[config.mk]
export PLATFORM = sky130hd
export DESIGN_NAME = muldiv_unit
export DESIGN_NICKNAME = d
export VERILOG_FILES = /design/src/rtl/muldiv_unit.sv
export SDC_FILE = /design/constraint.sdc
export NUM_CORES = 1
export LEC_CHECK = 0
export ABC_CLOCK_PERIOD_IN_PS = 8200
export CAP_MARGIN = 20
export CORE_MARGIN = 4
export CORE_UTILIZATION = 30
export DETAILED_ROUTE_END_ITERATION = 8
export PLACE_DENSITY = 0.58
export SYNTH_ARGS = -nofsm -noshare
export SYNTH_HDL_FRONTEND = slang
export SYNTH_SLANG_ARGS = --single-unit
[constraint.sdc]
create_clock -name clk -period 8.2 [get_ports clk]
set_clock_uncertainty 0.15 [all_clocks]
set_input_delay 2.46 -clock clk [delete_from_list [all_inputs] [get_ports clk]]
set_output_delay 2.46 -clock clk [all_outputs]
set_load 0.03 [all_outputs]
[src/rtl/muldiv_unit.sv]
// Iterative RV32M multiply/divide unit: shift-add multiply and restoring divide,
// one bit per cycle, with sign fix-up and a single-entry result hold stage.
module muldiv_unit #(
    parameter int unsigned XLEN = 32
) (
    input  logic            clk,
    input  logic            reset,
    input  logic            in_valid,
    output logic            in_ready,
    input  logic [2:0]      funct3,
    input  logic [XLEN-1:0] op_a,
    input  logic [XLEN-1:0] op_b,
    input  logic            flush,
    output logic            out_valid,
    input  logic            out_ready,
    output logic [XLEN-1:0] result,
    output logic            busy
);

    localparam int unsigned CntW = $clog2(XLEN);
    localparam logic [XLEN-1:0] MinInt = {1'b1, {(XLEN-1){1'b0}}};
    localparam logic [CntW-1:0] CntLast = CntW'(XLEN - 1);

    typedef enum logic [2:0] {StIdle, StPrep, StCalc, StFix, StDone} state_e;

    state_e            state_q, state_d;
    logic [2:0]        funct3_q, funct3_d;
    logic [XLEN-1:0]   a_q, a_d;
    logic [XLEN-1:0]   b_q, b_d;
    logic              neg_a_q, neg_a_d;
    logic              neg_b_q, neg_b_d;
    logic [XLEN-1:0]   hi_q, hi_d;
    logic [XLEN-1:0]   lo_q, lo_d;
    logic [XLEN-1:0]   opnd_q, opnd_d;
    logic [CntW-1:0]   cnt_q, cnt_d;
    logic [XLEN-1:0]   res_q, res_d;

    logic              is_mul;
    logic              sign_a, sign_b;
    logic              neg_a, neg_b;
    logic [XLEN-1:0]   mag_a, mag_b;
    logic              div_zero, div_ovf, div_special;
    logic [XLEN-1:0]   special_res;
    logic [XLEN:0]     mul_sum;
    logic [XLEN:0]     div_shift;
    logic [XLEN-1:0]   div_diff;
    logic              div_ge;
    logic [2*XLEN-1:0] prod, prod_fix;
    logic [XLEN-1:0]   quo_fix, rem_fix;
    logic [XLEN-1:0]   fix_res;

    // Operand signedness by opcode; MULHSU treats only rs1 as signed.
    always_comb begin
        sign_a = 1'b0;
        sign_b = 1'b0;
        case (funct3_q)
            3'b000, 3'b001, 3'b100, 3'b110: begin
                sign_a = 1'b1;
                sign_b = 1'b1;
            end
            3'b010:  sign_a = 1'b1;
            default: ;
        endcase
    end

    always_comb begin
        is_mul = ~funct3_q[2];
        neg_a  = sign_a & a_q[XLEN-1];
        neg_b  = sign_b & b_q[XLEN-1];
        mag_a  = neg_a ? -a_q : a_q;
        mag_b  = neg_b ? -b_q : b_q;

        div_zero    = (b_q == '0);
        div_ovf     = ~funct3_q[0] & (a_q == MinInt) & (b_q == '1);
        div_special = funct3_q[2] & (div_zero | div_ovf);
        if (div_zero) begin
            special_res = funct3_q[1] ? a_q : '1;
        end else begin
            special_res = funct3_q[1] ? '0 : MinInt;
        end
    end

    // One step of shift-add multiply / restoring divide.
    always_comb begin
        mul_sum   = {1'b0, hi_q} + (lo_q[0] ? {1'b0, opnd_q} : '0);
        div_shift = {hi_q, lo_q[XLEN-1]};
        div_ge    = (div_shift >= {1'b0, opnd_q});
        div_diff  = div_shift[XLEN-1:0] - opnd_q;
    end

    always_comb begin
        prod     = {hi_q, lo_q};
        prod_fix = (neg_a_q ^ neg_b_q) ? -prod : prod;
        quo_fix  = (neg_a_q ^ neg_b_q) ? -lo_q : lo_q;
        rem_fix  = neg_a_q ? -hi_q : hi_q;
        fix_res  = '0;
        case (funct3_q)
            3'b000:                 fix_res = prod_fix[XLEN-1:0];
            3'b001, 3'b010, 3'b011: fix_res = prod_fix[2*XLEN-1:XLEN];
            3'b100, 3'b101:         fix_res = quo_fix;
            default:                fix_res = rem_fix;
        endcase
    end

    always_comb begin
        state_d  = state_q;
        funct3_d = funct3_q;
        a_d      = a_q;
        b_d      = b_q;
        neg_a_d  = neg_a_q;
        neg_b_d  = neg_b_q;
        hi_d     = hi_q;
        lo_d     = lo_q;
        opnd_d   = opnd_q;
        cnt_d    = cnt_q;
        res_d    = res_q;

        case (state_q)
            StIdle: begin
                if (in_valid && !flush) begin
                    funct3_d = funct3;
                    a_d      = op_a;
                    b_d      = op_b;
                    state_d  = StPrep;
                end
            end
            StPrep: begin
                neg_a_d = neg_a;
                neg_b_d = neg_b;
                hi_d    = '0;
                cnt_d   = '0;
                lo_d    = is_mul ? mag_b : mag_a;
                opnd_d  = is_mul ? mag_a : mag_b;
                if (div_special) begin
                    res_d   = special_res;
                    state_d = StDone;
                end else begin
                    state_d = StCalc;
                end
            end
            StCalc: begin
                cnt_d = cnt_q + CntW'(1);
                if (is_mul) begin
                    hi_d = mul_sum[XLEN:1];
                    lo_d = {mul_sum[0], lo_q[XLEN-1:1]};
                end else begin
                    hi_d = div_ge ? div_diff : div_shift[XLEN-1:0];
                    lo_d = {lo_q[XLEN-2:0], div_ge};
                end
                if (cnt_q == CntLast) begin
                    state_d = StFix;
                end
            end
            StFix: begin
                res_d   = fix_res;
                state_d = StDone;
            end
            StDone: begin
                if (out_ready) begin
                    res_d   = '0;
                    state_d = StIdle;
                end
            end
            default: state_d = StIdle;
        endcase

        // Abort wins over every in-flight transition.
        if (flush && state_q != StIdle) begin
            res_d   = '0;
            state_d = StIdle;
        end
    end

    always_ff @(posedge clk or posedge reset) begin
        if (reset) begin
            state_q  <= StIdle;
            funct3_q <= '0;
            a_q      <= '0;
            b_q      <= '0;
            neg_a_q  <= 1'b0;
            neg_b_q  <= 1'b0;
            hi_q     <= '0;
            lo_q     <= '0;
            opnd_q   <= '0;
            cnt_q    <= '0;
            res_q    <= '0;
        end else begin
            state_q  <= state_d;
            funct3_q <= funct3_d;
            a_q      <= a_d;
            b_q      <= b_d;
            neg_a_q  <= neg_a_d;
            neg_b_q  <= neg_b_d;
            hi_q     <= hi_d;
            lo_q     <= lo_d;
            opnd_q   <= opnd_d;
            cnt_q    <= cnt_d;
            res_q    <= res_d;
        end
    end

    always_comb begin
        in_ready  = (state_q == StIdle);
        busy      = (state_q != StIdle);
        out_valid = (state_q == StDone);
        result    = (state_q == StDone) ? res_q : '0;
    end

endmodule
==> Word level (Yosys, flattened, before mapping) <==
Index checks and enable logic that the tools add are counted.
{ "classes": {"eq_ne": 17, "mux": 31, "add_sub_neg": 8, "bitwise": 8, "n_reduce_logical": 16, "n_lt_le_gt_ge": 1} }
{ "op_table": {"columns": ["operator", "n"], "rows": [
  ["two-way mux 32 bit", 17],
  ["one-hot mux 32 bit (3 select lines)", 2],
  ["negator 32 bit", 4],
  ["one-hot mux 32 bit (2 select lines)", 2],
  ["equality test 32 bit, second input constant", 2],
  ["two-way mux 64 bit", 1],
  ["negator 64 bit", 1],
  ["adder 32 x 32 -> 33 bit", 1],
  [">= comparator 33 x 32 -> 1 bit", 1],
  ["zero test 32 bit", 1],
  ["subtractor 32 bit", 1],
  ["two-way mux 3 bit", 5],
  ["one-hot mux 3 bit (5 select lines)", 1],
  ["equality test 3 x 2 -> 1 bit, second input constant", 4],
  ["equality test 3 bit, second input constant", 4],
  ["one-hot mux 5 bit (2 select lines)", 1],
  ["equality test 3 x 1 -> 1 bit, second input constant", 2],
  ["zero test 3 bit", 2],
  ["inequality test 3 x 1 -> 1 bit, second input constant", 2],
  ["inequality test 3 bit, second input constant", 2],
  ["AND reduction 3 bit", 2],
  ["adder 5 x 1 -> 5 bit, second input constant", 1],
  ["bitwise AND 1 bit", 5],
  ["equality test 5 bit, second input constant", 1],
  ["14 further kinds", 16]
]} }
{ "totals": {"register_bits": 205, "inputBits": 72, "elab_cells": 92, "output_inout_bits": 35} }

==> Logic depth before layout (Yosys ltp) <==
{ "depth": {"depth_word": 8, "mapped_depth": 15, "mapped_depth_nobuf": 14} }

==> Worst setup path before layout <==
OpenSTA, ideal clock, no wires.
{ "synth_timing": {"kind": "flip-flop to output port", "start": "reg state_q[0]", "end": "out result[22]", "stages_incl_launch_ff": 5, "t_arrival_ps": 1921, "path_slack_ps": 3669, "required_time_ps": 5590, "n_path_buf": 2, "path_cell_list": "dfrtp_1 > clkbuf_1 > nor3b_1 > clkbuf_1 > and2_1"} }
{ "synth_between": {"elab_chain_cells": 2} }
{ "synth_rtl": {"columns": ["item", "line", "source"], "rows": [
  ["start: declaration", "26", "state_e state_q, state_d;"],
  ["start signal: assignment", "176", "state_q <= StIdle;"],
  ["start signal: assignment", "188", "state_q <= state_d;"],
  ["equality test 3 bit", null, null],
  ["net out_valid", "14", "output logic out_valid,"],
  ["two-way mux 32 bit", "206", "result = (state_q == StDone) ? res_q : '0;"],
  ["end: declaration", "16", "output logic [XLEN-1:0] result,"]
]} }
The timed path passes the listed nets, and every way through them passes these cells.

==> Final worst setup path <==
{ "layout_timing": {"start": "reg state_q[1]", "end": "out result[10]"} }
{ "layout_between": {"elab_chain_cells": 2} }
{ "layout_rtl": {"columns": ["item", "line"], "rows": [
  ["equality test 3 bit", "206"],
  ["two-way mux 32 bit", "206"]
]} }
Every way passes these cells.

==> metrics.log <==
INFO  metric via_count = 16416
INFO  metric first_iter_violations = 1764
INFO  metric netlist-cell-type-count = 72
INFO  metric yosysTopAreaCellShare = 30.2%
INFO  metric postSynthRegisterBits = 205
INFO  metric worst_hold_path.num_cells = 2
INFO  metric worst_path_setup_slack_after_routing = 2.95 ns
INFO  metric power.share.combinational = 61.6%
INFO  metric cp_capture_type = output pin
INFO  metric setup_viol = 0
INFO  metric syn-cell-area = 0.0170 mm^2
INFO  metric timing.critical_path.fanout_max = 37
INFO  metric postRouteWirelength = 62500 um
INFO  metric grt_first_pass_wirelength = 94100 um
INFO  metric yosys_warnings = 0
INFO  metric grt_max_degree = 90
INFO  metric worst_setup_path_start_kind = flop
INFO  metric synth_sequential_area_ratio = 30.2%
INFO  metric layout.core_utilization = 35.2%
INFO  metric port-buffer-count = 106
INFO  metric switching_power = 0.00428 W
INFO  metric synthToLayoutAreaGrowth = 15.2%
INFO  metric synth_area_leaders = dfrtp_1, o21ai_0, nand2_1, ha_1, xnor2_1
INFO  metric r2r_cells = 10
INFO  metric h-tree-depth = 1
INFO  metric worst_slew_margin_rel = 21.4%
INFO  metric power_per_cell_area = 423 mW/mm^2
INFO  metric final_worst_path_period_share = 64.1%
INFO  metric drt.antenna.violating_nets = 0
INFO  metric clock_transition_at_the_registers_of_the_reported_paths = 0.06 ns
INFO  metric final-hold-violation-count = 0
INFO  metric drt-vias-per-instance = 5.71
INFO  metric dp_slack = 2.96 ns
INFO  metric power.sequential.fraction = 23.9%
INFO  metric clkPwrFrac = 14.5%
INFO  metric vdd_ir_drop_max = 0.000222 V
INFO  metric netlist_instances = 2095
INFO  metric netSwitchingFraction = 51.7%
INFO  metric worst_path_class_setup = reg -> out
INFO  metric postCtsHoldBufs = 0
INFO  metric dp_cells = 2826
INFO  metric worst_ep_arrival_time = 2.64 ns
INFO  metric placedInstanceArea = 0.0187 mm^2
INFO  metric async_reset_ff_share = 100%
INFO  metric synth.largest_area_cell = dfrtp_1
INFO  metric timing.final.crit_period = 5.25 ns
INFO  metric overflow = 0
INFO  metric cts_setup_buffers = 0
INFO  metric total_leakage_power = 8.23 nW
INFO  metric route.detailed.drc = 0
INFO  metric numClockSinks = 205
INFO  metric outcome = completed
INFO  metric critical_path.reg2reg.endpoint = res_q[1]$_DFFE_PP0P_
INFO  metric dp_hpwl = 47300 um
INFO  metric cts_buffer_depth = 3
INFO  metric cts_resized = 0
INFO  metric area_of_the_core = 0.0556 mm^2
INFO  metric grt_setup_unrepaired = false
INFO  metric num-nets-final = 2252
INFO  metric die_area = 0.0605 mm^2
INFO  metric drive_above_1_share = 8.09%
INFO  metric synth-edff-count = 0
INFO  metric timing.max_cap.violations = 0
INFO  metric synthFlopType = dfrtp_1
INFO  metric clockRootBuffer = clkbuf_16
INFO  metric clock_insertion_delay_worst_skew = 0.57 ns
INFO  metric floorplan.die.height = 246 um
INFO  metric final_cell_count_no_fill = 2874
INFO  metric cts_tree = yes
INFO  metric design_internal_power = 0.00400 W
INFO  metric die_x = 246 um
INFO  metric timing.setup.tns = 0 ns
INFO  metric holdCritStartpoint = opnd_q[20]$_DFFE_PP0P_
INFO  metric hold_end = opnd_q[20]$_DFFE_PP0P_
INFO  metric routed_wire_length_per_instance = 21.8 um
INFO  metric grt_antenna_before_repair = 1
INFO  metric holdCritPathClass = reg -> reg
INFO  metric post_synth.cell_area_avg = 8.11 um^2
INFO  metric layout.filler_cells = 5765
INFO  metric gpl.final_weighted_congestion = 0.945
INFO  metric drt_pre_antenna_iters = 5
INFO  metric grtUsageTotal = 19.8%
INFO  metric clock.fmax = 190 MHz
INFO  metric syn-num-nets = 2240
INFO  metric regToRegSetupSlack = 3.55 ns
INFO  metric antenna_cells = 0
INFO  metric maxSlewViolCount = 0
INFO  metric cp.required = 5.59 ns
INFO  metric start_util = 30.5%
INFO  metric floorplan.rows = 86
INFO  metric tritoncts.num_buffers = 25
INFO  metric final_instance_area = 0.0196 mm^2
INFO  metric design.portCount = 107
INFO  metric tightestPinTransition = 1.16 ns
INFO  metric worst_flop_to_flop_path_startpoint = b_q[11]$_DFFE_PP0P_
INFO  metric first_global_vias = 15277
[sequential cells by signal (all words and copies together) (netlist names)]
signal	count
a_q	32
b_q	32
hi_q	32
lo_q	32
opnd_q	32
res_q	32
cnt_q	5
funct3_q	3
state_q	3
neg_a_q	1
neg_b_q	1
[synth_stat cells, drive strengths merged, types with 9 or more instances]
| cell | number |
|---|---|
| o21bai | 10 |
| xnor2 | 100 |
| or3 | 21 |
| mux2 | 72 |
| nor4 | 13 |
| nand2b | 10 |
| or4 | 24 |
| a31oi | 28 |
| a21oi | 146 |
| a21boi | 16 |
| and2 | 44 |
| o221ai | 28 |
| nor3 | 32 |
| a222oi | 12 |
| and3 | 9 |
| dfrtp | 205 |
| o211ai | 26 |
| xor2 | 87 |
| a22o | 20 |
| buf | 22 |
| nor2 | 169 |
| nand2 | 248 |
| o31ai | 21 |
| o21ai | 201 |
| or2 | 9 |
| a211oi | 11 |
| mux2i | 47 |
| nor2b | 9 |
| inv | 65 |
| clkbuf | 127 |
| ha | 71 |
| o41ai | 15 |
| nand4 | 23 |
| nand3 | 22 |
| a21o | 32 |
[power groups by stage]
stage          sequential (W)  combinational [W]  clock, W
3_5_place_dp          0.00198            0.00498         0
5_1_grt               0.00204            0.00553   0.00126
6_report              0.00198            0.00510   0.00120
4_1_cts               0.00196            0.00501   0.00123
3_3_place_gp          0.00197            0.00492         0
2_1_floorplan         0.00160            0.00383         0
[critical path, stage by stage (launching register included)]
cell             delay (ns)
dfrtp_1                0.53
nor3b_2                0.24
buf_4                  0.32
and2_1                 0.27
clkdlybuf4s50_1        0.70
[worst max-delay path by stage]
| stage | start | end | slack (ns) | cells past startpoint |
|---|---|---|---|---|
| 3_3_place_gp | flush | res_q[3]$_DFFE_PP0P_ | 3.00 | 6 |
| 5_1_grt | state_q[1]$_DFFE_PP0P_ | result[10] | 2.83 | 4 |
| 6_report | state_q[1]$_DFFE_PP0P_ | result[10] | 2.95 | 4 |
| 3_5_place_dp | flush | res_q[1]$_DFFE_PP0P_ | 2.96 | 6 |
| 4_1_cts | state_q[1]$_DFFE_PP0P_ | result[10] | 2.94 | 4 |
| 2_1_floorplan | reset | a_q[0]$_DFFE_PP0P_ | 2.93 | 1 |
[layout by cell type, fill, tap and decap left out, types with 10 or more instances in the layout]
master,instances
o221ai_1,28
o21bai_1,10
nor2_1,167
buf_4,26
o41ai_1,15
dfrtp_1,204
clkdlybuf4s50_1,106
a31oi_1,28
and2_1,44
a211oi_1,11
nand4_1,23
xnor2_1,99
or4_1,21
mux2_2,72
ha_1,71
inv_1,64
nand2_1,248
nor4_1,12
clkbuf_16,26
a222oi_1,12
a21o_1,32
mux2i_1,47
o21ai_0,194
nand3_1,22
or3_1,19
xor2_1,86
a21boi_0,16
a21oi_1,146
o211ai_1,26
nor3_1,32
o31ai_1,21
a22o_1,20
[cell families after synthesis]
group / count (synthesis) / synth area share, %
DFF: 205 / 30.2
xor gates and xnor gates: 187 / 9.64
AOI/OAI and AO/OA: 638 / 24.0
adders and majority gates: 73 / 5.47
buffers and inverters: 215 / 4.86
muxes: 119 / 7.54
and+or+nand+nor: 658 / 18.3
[routing by layer]
layer	part of all wire, %	GRT usage [%]	vias up
met5	0	0	-
met4	4.1	6.92	0
met3	8.8	4.63	128
met2	44	30.2	709
met1	44	27.5	7975
li1	-	-	7604
[area by class of cell]
| class | count | area (um^2) | share of cell area [%] |
|---|---|---|---|
| Multi-Input combinational cell | 1675 | 11100 | 56.6 |
| Tap cell | 748 | 936 | 4.78 |
| Sequential cell | 205 | 5130 | 26.2 |
| Inverter | 66 | 251 | 1.28 |
| Clock buffer | 34 | 719 | 3.68 |
| Clock inverter | 12 | 164 | 0.837 |
| Timing Repair Buffer | 134 | 1300 | 6.62 |
[through the flow]
stage / total power (W) / hold slack (ns)
finish: 0.00828 / 0.329
global route: 0.00883 / 0.357
CTS: 0.00820 / 0.336
detailed placement: 0.00696 / 0.321
global placement: 0.00689 / 0.318
floorplan: 0.00543 / 0.291
Power figures use the tool's default switching activity.
